--- src/rtl/piso_pkg.sv ---
`default_nettype none
// ============================================================================
//  Module      : piso_pkg
//  Description : Shared types and helpers for the parallel-in/serial-out
//                transmitter: FSM state encoding, default word width and the
//                bit-counter width function.
//  Revision    : 1.0  - initial release
// ============================================================================
package piso_pkg;

    typedef enum logic [0:0] {
        IDLE  = 1'b0,
        SHIFT = 1'b1
    } state_t;

    localparam int DEFAULT_SIZE = 4;

    // Counter holds (remaining bits - 1), so it needs clog2(size) bits,
    // but never fewer than one bit so SIZE=1 still has a legal vector.
    function automatic int cnt_width(input int size);
        return (size <= 1) ? 1 : $clog2(size);
    endfunction

endpackage
`default_nettype wire

--- src/rtl/piso_tx.sv ---
`default_nettype none
// ============================================================================
//  Module      : piso_tx
//  Description : Parallel-in, serial-out transmitter. Accepts a SIZE-bit word
//                on a valid/ready handshake and shifts it out one bit per
//                shift_en cycle, flagging valid bits and the last bit.
//  Ports       : clk        - system clock, posedge active
//                reset      - asynchronous clear, active low
//                din        - parallel word to transmit
//                din_valid  - din offered for transfer
//                din_ready  - a word can be accepted this cycle
//                shift_en   - bit-time enable
//                sout       - serial bit
//                sout_valid - sout carries a word bit
//                sout_last  - sout is the final bit of the word
//                busy       - a word is in flight
//  Revision    : 1.0  - initial release
// ============================================================================
module piso_tx
    import piso_pkg::*;
#(
    parameter int SIZE      = DEFAULT_SIZE,
    parameter bit MSB_FIRST = 1'b1
) (
    input  logic            clk,
    input  logic            reset,
    input  logic [SIZE-1:0] din,
    input  logic            din_valid,
    output logic            din_ready,
    input  logic            shift_en,
    output logic            sout,
    output logic            sout_valid,
    output logic            sout_last,
    output logic            busy
);

    localparam int                 c_CNT_W    = cnt_width(SIZE);
    localparam logic [c_CNT_W-1:0] c_CNT_LOAD = c_CNT_W'(SIZE - 1);
    localparam int                 c_OUT_IDX  = MSB_FIRST ? SIZE - 1 : 0;

    state_t             r_state;
    state_t             w_state_nxt;
    logic [SIZE-1:0]    r_sreg;
    logic [SIZE-1:0]    w_sreg_nxt;
    logic [SIZE-1:0]    w_sreg_shifted;
    logic [c_CNT_W-1:0] r_cnt;
    logic [c_CNT_W-1:0] w_cnt_nxt;
    logic               w_shifting;
    logic               w_last;
    logic               w_xfer;

    // Shift toward the output end with zero fill; a 1-bit word has nothing
    // left to shift, so the shifted value is simply zero.
    generate
        if (SIZE == 1) begin : g_shift_single
            assign w_sreg_shifted = '0;
        end else if (MSB_FIRST) begin : g_shift_msb
            assign w_sreg_shifted = {r_sreg[SIZE-2:0], 1'b0};
        end else begin : g_shift_lsb
            assign w_sreg_shifted = {1'b0, r_sreg[SIZE-1:1]};
        end
    endgenerate

    assign w_shifting = (r_state == SHIFT);
    assign w_last     = w_shifting && (r_cnt == '0);

    // Accepting on an enabled last bit lets words run back to back.
    assign din_ready  = (r_state == IDLE) || (w_last && shift_en);
    assign w_xfer     = din_valid && din_ready;

    always_comb begin
        w_state_nxt = r_state;
        w_sreg_nxt  = r_sreg;
        w_cnt_nxt   = r_cnt;
        case (r_state)
            IDLE: begin
                if (w_xfer) begin
                    w_state_nxt = SHIFT;
                    w_sreg_nxt  = din;
                    w_cnt_nxt   = c_CNT_LOAD;
                end
            end
            SHIFT: begin
                if (shift_en) begin
                    if (r_cnt != '0) begin
                        w_sreg_nxt = w_sreg_shifted;
                        w_cnt_nxt  = r_cnt - 1'b1;
                    end else if (w_xfer) begin
                        w_sreg_nxt = din;
                        w_cnt_nxt  = c_CNT_LOAD;
                    end else begin
                        w_state_nxt = IDLE;
                        w_sreg_nxt  = '0;
                    end
                end
            end
            default: begin
                w_state_nxt = IDLE;
                w_sreg_nxt  = '0;
                w_cnt_nxt   = '0;
            end
        endcase
    end

    always_ff @(posedge clk or negedge reset) begin
        if (!reset) begin
            r_state <= IDLE;
            r_sreg  <= '0;
            r_cnt   <= '0;
        end else begin
            r_state <= w_state_nxt;
            r_sreg  <= w_sreg_nxt;
            r_cnt   <= w_cnt_nxt;
        end
    end

    // All serial outputs come from registers only; gating by state keeps
    // them at zero while idle.
    assign sout       = w_shifting && r_sreg[c_OUT_IDX];
    assign sout_valid = w_shifting;
    assign sout_last  = w_last;
    assign busy       = w_shifting;

endmodule
`default_nettype wire

--- config.mk ---
export PLATFORM = sky130hd
export DESIGN_NAME = piso_tx
export DESIGN_NICKNAME = d
export VERILOG_FILES = /design/src/rtl/piso_pkg.sv /design/src/rtl/piso_tx.sv
export SDC_FILE = /design/constraint.sdc
export NUM_CORES = 1
export LEC_CHECK = 0
export CELL_PAD_IN_SITES_DETAIL_PLACEMENT = 1
export CELL_PAD_IN_SITES_GLOBAL_PLACEMENT = 1
export CORE_AREA = 2 2 39 41
export CTS_CLUSTER_DIAMETER = 100
export DETAILED_ROUTE_END_ITERATION = 10
export DIE_AREA = 0 0 41 43
export PLACE_DENSITY_LB_ADDON = 0.1
export REMOVE_ABC_BUFFERS = 1
export SETUP_SLACK_MARGIN = 0.4
export SLEW_MARGIN = 0
export SYNTH_ARGS = -nofsm -noshare
export SYNTH_HDL_FRONTEND = slang
export SYNTH_SLANG_ARGS = --single-unit
--- constraint.sdc ---
create_clock -name clk -period 2.4 [get_ports clk]
set_clock_uncertainty 0.1 [all_clocks]
set_input_delay 0.48 -clock clk [delete_from_list [all_inputs] [get_ports clk]]
set_output_delay 0.48 -clock clk [all_outputs]
set_load 0.01 [all_outputs]
==> flow_metrics.env, run 1 <==
export IMPL_power_frac_seq_pct=35.8
export IMPL_post_route_drc_count=0
export IMPL_netlist_instances=32
export IMPL_sw_frac_of_total_pct=33.6
export IMPL_synth_ff_latch_count=7
export IMPL_timing_final_crit_period_ns=1.90
export IMPL_crit_path_cell_trace="and2_1 > clkdlybuf4s50_1"
export IMPL_cts_clk_slew_worst_paths_ns=0.06
export IMPL_nets=58
export IMPL_tritoncts_num_buffers=3
export IMPL_cts_root_buf="sky130_fd_sc_hd__clkbuf_4"
export IMPL_final_util_pct=40.3
export IMPL_met1Wirelength_um=349
export IMPL_setup_viol=0
export IMPL_pin_count=13
export IMPL_synth_xor_area_share_pct=0
export IMPL_run_status="completed"
export IMPL_grt_util_all_layers_pct=13.5
export IMPL_final_antenna_net_count=0
export IMPL_clock_tree_from_tritoncts="built"
export IMPL_synthDominantCellAreaShare_pct=47.5
export IMPL_vias_per_cell=4.91
export IMPL_worst_ep_required_time_ns=1.82
export IMPL_synthTopCellsByArea="sky130_fd_sc_hd__dfrtp_1 47%, sky130_fd_sc_hd__a221o_2 9.2%, sky130_fd_sc_hd__and4_1 7.1%"
export IMPL_wl_met2_um=486
export IMPL_achievable_frequency_mhz=525
export IMPL_critical_path_startpoint_type="register"
export IMPL_routed_top_layer="met4"
export IMPL_grt_pass1_wl_mm=1.48
export IMPL_yosys_warnings=0
export IMPL_muxShareOfSynthArea_pct=2.71
export IMPL_synth_sequential_area_ratio_pct=47.5
export IMPL_detail_route_iter0_violations=0
export IMPL_worstHoldPathType="input pin to async pin"
export IMPL_place_ws_ns=-0.147
export IMPL_die_h_um=43
export IMPL_met3_length_um=55
export IMPL_post_route_wl_um=907
export IMPL_drv_cap=0
export IMPL_crit_arrival_ns=1.32
export IMPL_maximum_number_of_pins_on_one_net_before_global_route_repair=10
export IMPL_leakagePower_nw=0.261
export IMPL_maxSlewViolCount=0
export IMPL_worst_slew_margin_rel_pct=76.3
export IMPL_die_area_sq_mm=0.00176
export IMPL_rsz0062_at_grt="false"
export IMPL_floorplan_core_area_sq_mm=0.00138
export IMPL_crit_fanout=5
export IMPL_diodes=0
export IMPL_initial_antenna_violation_count=0
export IMPL_drt_pass1_iterations=1
export IMPL_gp_congestion=0.631
export IMPL_ys_types=19
export IMPL_internal_power_uw=386
export IMPL_adder_cell_fraction_of_synth_area_pct=0
export IMPL_synthSimpleGateAreaFrac_pct=23.1
export IMPL_area_of_the_mapped_netlist_sq_um=369
export IMPL_num_fill_cells=160
export IMPL_placement_io_buffers=12
export IMPL_timing_worst_slew_pin_value_ns=0.346
export IMPL_critical_path_max_stage_delay_ns=0.53
export IMPL_synth_compound_area_share_pct=22.7
export IMPL_clock_path_buffers=2
export IMPL_vdd_drop_max_v=0.000472
export IMPL_route_vias_total=319
export IMPL_synthesized_area_per_cell_sq_um=11.5
export IMPL_synthDominantAreaCellType="sky130_fd_sc_hd__dfrtp_1"
export IMPL_switchingPower_uw=195
export IMPL_clock_tree_htree_level_count=1
export IMPL_comb_power_share_pct=45.9
export IMPL_power_clock_fraction_pct=18.3
export IMPL_cp_end_kind="output pin"
export IMPL_global_route_overflow_total=0
export IMPL_timing_critical_path_slowest_stage_cell="sky130_fd_sc_hd__clkdlybuf4s50_1"
export IMPL_clkSinkCount=7
export IMPL_timing_final_ws_setup_ns=0.495
export IMPL_avgRoutedWirePerCell_um=14.0
export IMPL_areaGrowthSynthToFinish_pct=51.2
export IMPL_starting_utilization_of_the_core_area_pct=26.7
export IMPL_num_rows=14
export IMPL_dominant_combinational_cell_family_by_area_after_synthesis="simple AND/OR/NAND/NOR gates"
export IMPL_setup_worst_path_class="register to output pin"
export IMPL_die_width_um=41
export IMPL_finalHoldViolCount=0
export IMPL_clock_latency_on_the_worst_skew_pair_ns=0.25
export IMPL_layout_drive_gt1_share_pct=28.6
export IMPL_final_period_utilization_pct=79.4
export IMPL_vias_in_the_first_global_route=363
export IMPL_power_per_cell_area_mw_per_mm2=1040
worst max-delay path: cells and delay by family, from the launching register on:
family                 cells  cell delay [ns]
AND/OR/NAND/NOR            1             0.14
flip-flops                 1             0.41
buffers and inverters      1             0.53
cells in the final DEF (no fill, tap or decap), drive strengths merged, types with 2 or more instances in the layout:
cell type	n
clkdlybuf4s50	9
dfrtp	7
clkbuf	4
buf	4
and4	3
a221o	3
nor2	2
nand2b	2
nand2	2
Yosys cell counts (all sizes together):
master and n:
a21boi 1, a221o 3, a22o 1, a31oi 1
and2 1, and4 3, buf 1, clkbuf 1
dfrtp 7, inv 1, mux2i 1, nand2 2
nand2b 2, nor2 2, o211ai 1, o31a 1
or2 1, or2b 1, or3b 1
timing repair:
item | 4_1_cts | 5_1_grt
setup buffers | 1 | 0
pin swaps | 0 | 1
endpoints found under the setup margin | 5 | 1
gates resized for setup | 6 | 4
hold buffers | 0 | 0
flip-flops by register name (all words and copies together), names as in the netlist:
register  flops
r_sreg        4
busy          1
r_cnt         2
final timing paths:
path | endpoint | cells past startpoint | slack [ns] | startpoint
min in group clk | r_sreg[3] | 1 | 0.41 | r_sreg[3]
worst min-delay path | r_sreg[3] | 1 | 0.40 | reset
max in group asynchronous | busy | 1 | 1.53 | reset
worst max-delay path | sout | 2 | 0.50 | busy
worst max register to register | r_sreg[2] | 4 | 0.89 | r_cnt[0]
worst min register to register | r_sreg[3] | 1 | 0.41 | r_sreg[3]
power by group through the flow:
stage / Sequential, mW / Combinational [mW] / Clock (mW)
after floorplan: 0.207 / 0.136 / 0
after global placement: 0.214 / 0.244 / 0
after detailed placement: 0.220 / 0.252 / 0
after CTS: 0.207 / 0.256 / 0.113
after global routing: 0.216 / 0.290 / 0.120
final: 0.208 / 0.267 / 0.106
layer usage:
| layer | GRT usage [%] | vias up |
|---|---|---|
| met3 | 3.66 | 2 |
| met1 | 14.4 | 155 |
| met2 | 19.4 | 7 |
| met5 | 0 | - |
| met4 | 14.0 | 0 |
| li1 | - | 155 |
cell type report:
type / instances / area (sq um) / share of cell area (%)
multi-input combinational: 22 / 186 / 33.4
sequential: 7 / 176 / 31.6
timing repair buffer: 15 / 145 / 26.0
clock buffer: 4 / 26.3 / 4.71
tap: 16 / 20.0 / 3.59
inverter: 1 / 3.75 / 0.673
logic make-up (layout without fill, tap and decap cells):
family	count (synthesis)	count (layout)
compound gates	8	8
flops	7	7
buf+inv	3	20
simple gates	13	13
mux	1	1
through the flow:
stage	hold WS (ns)	setup TNS (ns)	cell area, sq um	power [mW]	instances
final	0.398	0	558	0.582	65
after global routing	0.418	0	558	0.626	65
after CTS	0.403	0	542	0.576	65
after detailed placement	0.400	-0.147	513	0.472	60
after global placement	0.390	-0.140	513	0.458	60
after floorplan	0.0844	0	358	0.343	30
Power figures use the tool's default switching activity.
==> inputs of run 2 (changes only) <==
Settings changed: CORE_AREA 2 2 39 41 to not set, CORE_MARGIN set to 2, CORE_UTILIZATION set to 28, DIE_AREA 0 0 41 43 to not set.
Clock period 2.4 ns to 1.7 ns, I/O delays scaled along.
==> run 2 against run 1 <==
Register-to-register slack got worse by 0.84 ns. Die area down 7.9%. Sequential share of layout area decreased by 6.3 points. Worst hold slack got worse by 0.17 ns. Sequential power grew 38%. Wire length increased by 38%. Critical path type unchanged.
==> flow_metrics.env, run 2 (synthesis gave the netlist of run 1 again) <==
export IMPL_run_status="completed"
export IMPL_final_common_cell="sky130_fd_sc_hd__buf_4"
export IMPL_post_route_wl_mm=1.25
export IMPL_die_h_um=40.3
export IMPL_cts_root_buf="sky130_fd_sc_hd__clkbuf_4"
export IMPL_avgRoutedWirePerCell_um=16.3
export IMPL_cp_end_kind="output pin"
export IMPL_ff2ff_path_depth=6
export IMPL_nets=71
export IMPL_hpwlAfterDp_um=790
export IMPL_clock_tree_from_tritoncts="built"
export IMPL_crit_path_cell_trace="or3b_4 > nand2_4 > buf_6"
export IMPL_final_antenna_net_count=0
export IMPL_achievable_frequency_mhz=593
export IMPL_cts_clk_slew_worst_paths_ns=0.06
export IMPL_highest_count_cells_in_the_layout_ignoring_fill_and_taps="11 x sky130_fd_sc_hd__buf_4, 7 x sky130_fd_sc_hd__buf_6, 6 x sky130_fd_sc_hd__dfrtp_1, 5 x sky130_fd_sc_hd__clkdlybuf4s50_1"
export IMPL_layout_drive_gt1_share_pct=58.1
export IMPL_clock_latency_on_the_worst_skew_pair_ns=0.27
export IMPL_r2r_start="r_cnt[0]"
export IMPL_post_cts_hold_buffer_count=0
export IMPL_power_per_cell_area_mw_per_mm2=1590
export IMPL_timing_critical_path_slowest_stage_cell="sky130_fd_sc_hd__or3b_4"
export IMPL_global_route_overflow_total=0
export IMPL_critical_path_startpoint="r_cnt[0]"
export IMPL_floorplan_core_area_sq_mm=0.00127
export IMPL_drt_pass1_iterations=2
export IMPL_die_area_sq_mm=0.00162
export IMPL_clkSinkCount=7
export IMPL_leakagePower_nw=0.323
export IMPL_clock_path_buffers=2
export IMPL_route_vias_total=376
export IMPL_final_cell_count_no_fill=77
export IMPL_clock_tree_htree_level_count=1
export IMPL_vias_per_cell=4.88
export IMPL_largest_register="r_sreg"
export IMPL_grt_pass1_wl_mm=1.85
export IMPL_rsz0062_at_grt="true"
export IMPL_maxSlewViolCount=0
export IMPL_post_route_drc_count=0
export IMPL_placement_io_buffers=12
export IMPL_drv_cap=0
export IMPL_areaGrowthSynthToFinish_pct=88.5
export IMPL_worst_ep_required_time_ns=1.26
export IMPL_placedCellCount=64
export IMPL_maximum_number_of_pins_on_one_net_before_global_route_repair=8
export IMPL_timing_reg2reg_setup_slack_ns=0.05
export IMPL_timing_worst_slew_pin_value_ns=0.320
export IMPL_initial_antenna_violation_count=0
export IMPL_worst_slew_margin_rel_pct=78.6
export IMPL_detail_route_iter0_violations=1
export IMPL_diodes=0
export IMPL_timing_critical_path_to="din_ready"
export IMPL_starting_utilization_of_the_core_area_pct=29.1
export IMPL_die_width_um=40.3
export IMPL_grt_util_all_layers_pct=18.5
export IMPL_totalPowerFinal_mw=1.11
export IMPL_num_rows=13
export IMPL_crit_arrival_ns=1.25
export IMPL_gp_congestion=0.672
export IMPL_number_of_flip_flops_in_the_largest_register=4
export IMPL_worstHoldPathType="input pin to async pin"
export IMPL_tritoncts_num_buffers=3
export IMPL_critical_path_startpoint_type="register"
export IMPL_timing_final_crit_period_ns=1.69
export IMPL_crit_fanout=2
export IMPL_setup_viol=0
export IMPL_timing_final_ws_setup_ns=0.0146
export IMPL_finalHoldViolCount=0
export IMPL_rr_endpoint="r_sreg[1]"
export IMPL_setup_worst_path_class="register to output pin"
export IMPL_place_ws_ns=-0.611
export IMPL_pin_count=13
export IMPL_vias_in_the_first_global_route=409
export IMPL_vdd_drop_max_v=0.000760
export IMPL_critical_path_max_stage_delay_ns=0.42
export IMPL_final_period_utilization_pct=99.1
==> run 2: stage by stage <==
stage                     utilization [%]  hold WS [ns]  setup TNS (ns)  instance area [sq um]
after global placement               43.3         0.385           -1.10                    549
final                                54.8         0.226               0                    696
after floorplan                         -       -0.0556               0                    358
after detailed placement             43.3         0.390           -1.32                    549
after global routing                 54.8         0.238         -0.0595                    696
after CTS                            50.2         0.245               0                    637
==> run 2: worst max-delay path: cells and delay by family, from the launching register on <==
family	cells	cell delay, ns
and+or+nand+nor	2	0.50
buffers and inverters	1	0.10
DFF	1	0.39
==> run 2: how the worst min path moves through the flow <==
stage,from,end
floorplan,reset,busy
global placement,r_sreg[0],r_sreg[0]
detailed placement,r_sreg[3],r_sreg[3]
CTS,reset,r_sreg[2]
global route,reset,r_sreg[2]
finish,reset,r_sreg[2]
==> run 2: layout make-up <==
class / count / area, sq um
sequential: 7 / 176
inverter: 1 / 3.75
fill: 138 / 573
clock buffer: 4 / 26.3
timing repair buffer: 28 / 244
tap: 15 / 18.8
multi-input combinational: 22 / 226
==> run 2: where the power goes <==
part           switching, mW  internal (mW)
sequential            0.0488          0.237
clock                 0.0742         0.0904
combinational          0.255          0.404
total                  0.378          0.732
==> run 2: routing by layer <==
| metal | up-vias | wire length, um | track usage, % |
|---|---|---|---|
| li1 | 179 | - | - |
| met1 | 180 | 421 | 17.8 |
| met2 | 13 | 707 | 34.7 |
| met3 | 4 | 86 | 8.89 |
| met4 | 0 | 38 | 5.00 |
| met5 | - | 0 | 0 |
==> run 2: repair_timing <==
item / CTS / global route
resized for setup: 30 / 10
setup endpoints to repair: 12 / 11
buffers inserted: 6 / 3
pin swaps: 8 / 6
==> inputs of run 3 (changes only) <==
Settings changed: CORE_MARGIN 2 to not set.
==> run 3 against run 2 <==
The run now ends with negative setup slack left. Register-to-register slack improved by 0.02 ns. Design area rose by 4.9%. Utilization rose by 7.5 points. Sequential share of layout area fell by 1.2 points. Wire length rose by 19%. Final cell count fell by 1.3%. First-iteration DRC count rose to 4.0 times the previous value. Via count rose by 2.9%. Worst hold slack improved by 0.030 ns. Clock power barely moved.
==> flow_metrics.env, run 3 (synthesis gave the netlist of run 1 again) <==
export IMPL_run_status="finished with violations"
export IMPL_violations="negative setup slack"
export IMPL_setup_worst_path_class="register to output pin"
export IMPL_number_of_flip_flops_in_the_largest_register=4
export IMPL_gp_congestion=0.799
export IMPL_clock_tree_from_tritoncts="built"
export IMPL_route_vias_total=387
export IMPL_multi_input_comb_area_sq_um=229
export IMPL_setup_viol=1
export IMPL_post_route_drc_count=0
export IMPL_timing_final_crit_period_ns=1.71
export IMPL_critical_path_startpoint_type="register"
export IMPL_leakagePower_nw=0.339
export IMPL_finalHoldViolCount=0
export IMPL_die_h_um=38.3
export IMPL_rr_endpoint="r_sreg[3]"
export IMPL_timing_final_ws_setup_ns=-0.00906
export IMPL_die_area_sq_mm=0.00147
export IMPL_grt_met2_usage_pct=42.8
export IMPL_detail_route_iter0_violations=4
export IMPL_rsz0062_at_grt="true"
export IMPL_global_route_usage_met1_pct=26.3
export IMPL_worst_slew_margin_rel_pct=75.8
export IMPL_final_antenna_net_count=0
export IMPL_num_rows=12
export IMPL_placement_io_buffers=12
export IMPL_highest_count_cells_in_the_layout_ignoring_fill_and_taps="12 x sky130_fd_sc_hd__buf_6, 7 x sky130_fd_sc_hd__buf_4, 6 x sky130_fd_sc_hd__clkdlybuf4s50_1, 6 x sky130_fd_sc_hd__dfrtp_1"
export IMPL_grt_util_all_layers_pct=23.8
export IMPL_timing_critical_path_to="din_ready"
export IMPL_diodes=0
export IMPL_crit_arrival_ns=1.27
export IMPL_avgRoutedWirePerCell_um=19.6
export IMPL_final_util_pct=62.3
export IMPL_final_period_utilization_pct=101
export IMPL_starting_utilization_of_the_core_area_pct=31.5
export IMPL_maximum_number_of_pins_on_one_net_before_global_route_repair=9
export IMPL_floorplan_core_area_sq_mm=0.00117
export IMPL_r2r_start="r_cnt[0]"
export IMPL_gr_usage_met3_pct=6.98
export IMPL_pin_count=13
export IMPL_maxSlewViolCount=0
export IMPL_clock_tree_htree_level_count=1
export IMPL_largest_register="r_sreg"
export IMPL_timing_worst_slew_pin_value_ns=0.361
export IMPL_global_route_overflow_total=0
export IMPL_cts_clk_slew_worst_paths_ns=0.06
export IMPL_worstHoldPathType="input pin to async pin"
export IMPL_tritoncts_num_buffers=3
export IMPL_achievable_frequency_mhz=585
export IMPL_vias_per_cell=5.09
export IMPL_drv_cap=0
export IMPL_grt_pass1_wl_mm=2.13
export IMPL_totalPowerFinal_mw=1.22
export IMPL_cp_end_kind="output pin"
export IMPL_clock_latency_on_the_worst_skew_pair_ns=0.26
export IMPL_num_fill_cells=114
export IMPL_final_cell_count_no_fill=76
export IMPL_vias_in_the_first_global_route=408
export IMPL_initial_antenna_violation_count=0
export IMPL_timing_hold_ws_ns=0.257
export IMPL_vdd_drop_max_v=0.000794
export IMPL_drt_pass1_iterations=4
export IMPL_clkSinkCount=7
export IMPL_nets=71
export IMPL_cts_root_buf="sky130_fd_sc_hd__clkbuf_4"
export IMPL_die_width_um=38.3
export IMPL_post_cts_hold_buffer_count=0
export IMPL_layout_drive_gt1_share_pct=59.7
export IMPL_final_common_cell="sky130_fd_sc_hd__buf_6"
export IMPL_clock_path_buffers=2
export IMPL_power_per_cell_area_mw_per_mm2=1670
export IMPL_final_seq_area_sq_um=176
export IMPL_busiest_layer="met2"
export IMPL_areaGrowthSynthToFinish_pct=97.6
export IMPL_ff2ff_path_depth=5
export IMPL_timing_reg2reg_setup_slack_ns=0.07
export IMPL_crit_fanout=4
export IMPL_hpwlAfterDp_um=692
export IMPL_placedCellCount=61
export IMPL_worst_ep_required_time_ns=1.26
export IMPL_post_route_wl_mm=1.49
export IMPL_critical_path_startpoint="r_cnt[0]"
==> run 3: critical path, cell delays in order (launching register included) <==
cell and delay (ns):
sky130_fd_sc_hd__dfrtp_1 0.43, sky130_fd_sc_hd__or3b_4 0.42, sky130_fd_sc_hd__nand2_4 0.07, sky130_fd_sc_hd__buf_6 0.09
==> run 3: cell type report <==
| cell class | count | share of cell area [%] |
|---|---|---|
| timing repair buffer | 28 | 37.9 |
| inverter | 1 | 0.515 |
| tap | 14 | 2.40 |
| clock buffer | 4 | 3.60 |
| multi-input combinational | 22 | 31.4 |
| sequential | 7 | 24.2 |
==> run 3: what timing repair did <==
item | CTS | global route
pin swaps | 7 | 5
setup endpoints to repair | 12 | 12
resized for setup | 32 | 15
gates cloned | 0 | 0
setup buffers | 8 | 3
hold endpoints to repair | 0 | 0
==> run 3: worst min-delay path by stage <==
stage | start | to | slack, ns | depth (start not counted)
2_1_floorplan | reset | busy | -0.06 | 0
3_3_place_gp | r_sreg[0] | r_sreg[0] | 0.38 | 1
3_5_place_dp | r_sreg[1] | r_sreg[1] | 0.40 | 1
4_1_cts | reset | r_sreg[1] | 0.25 | 1
5_1_grt | reset | r_sreg[1] | 0.27 | 1
6_report | reset | r_sreg[2] | 0.26 | 1
==> run 3: per-layer routing <==
metal | wire [um] | part of all wire [%]
met2 | 802 | 54
met3 | 50 | 3.4
met4 | 0 | 0
met1 | 637 | 43
met5 | 0 | 0
==> run 3: per-stage QoR <==
step,area (sq um),setup TNS [ns],setup slack [ns]
finish,729,-0.00906,-0.00906
CTS,651,0,0.0225
global route,729,-0.0928,-0.0512
global placement,533,-1.21,-0.569
floorplan,358,0,0.281
detailed placement,533,-1.28,-0.573
==> run 3: power by group <==
group / internal (mW) / total [mW] / switching (mW)
sequential: 0.237 / 0.303 / 0.0661
combinational: 0.462 / 0.755 / 0.292
clock: 0.0903 / 0.162 / 0.0721
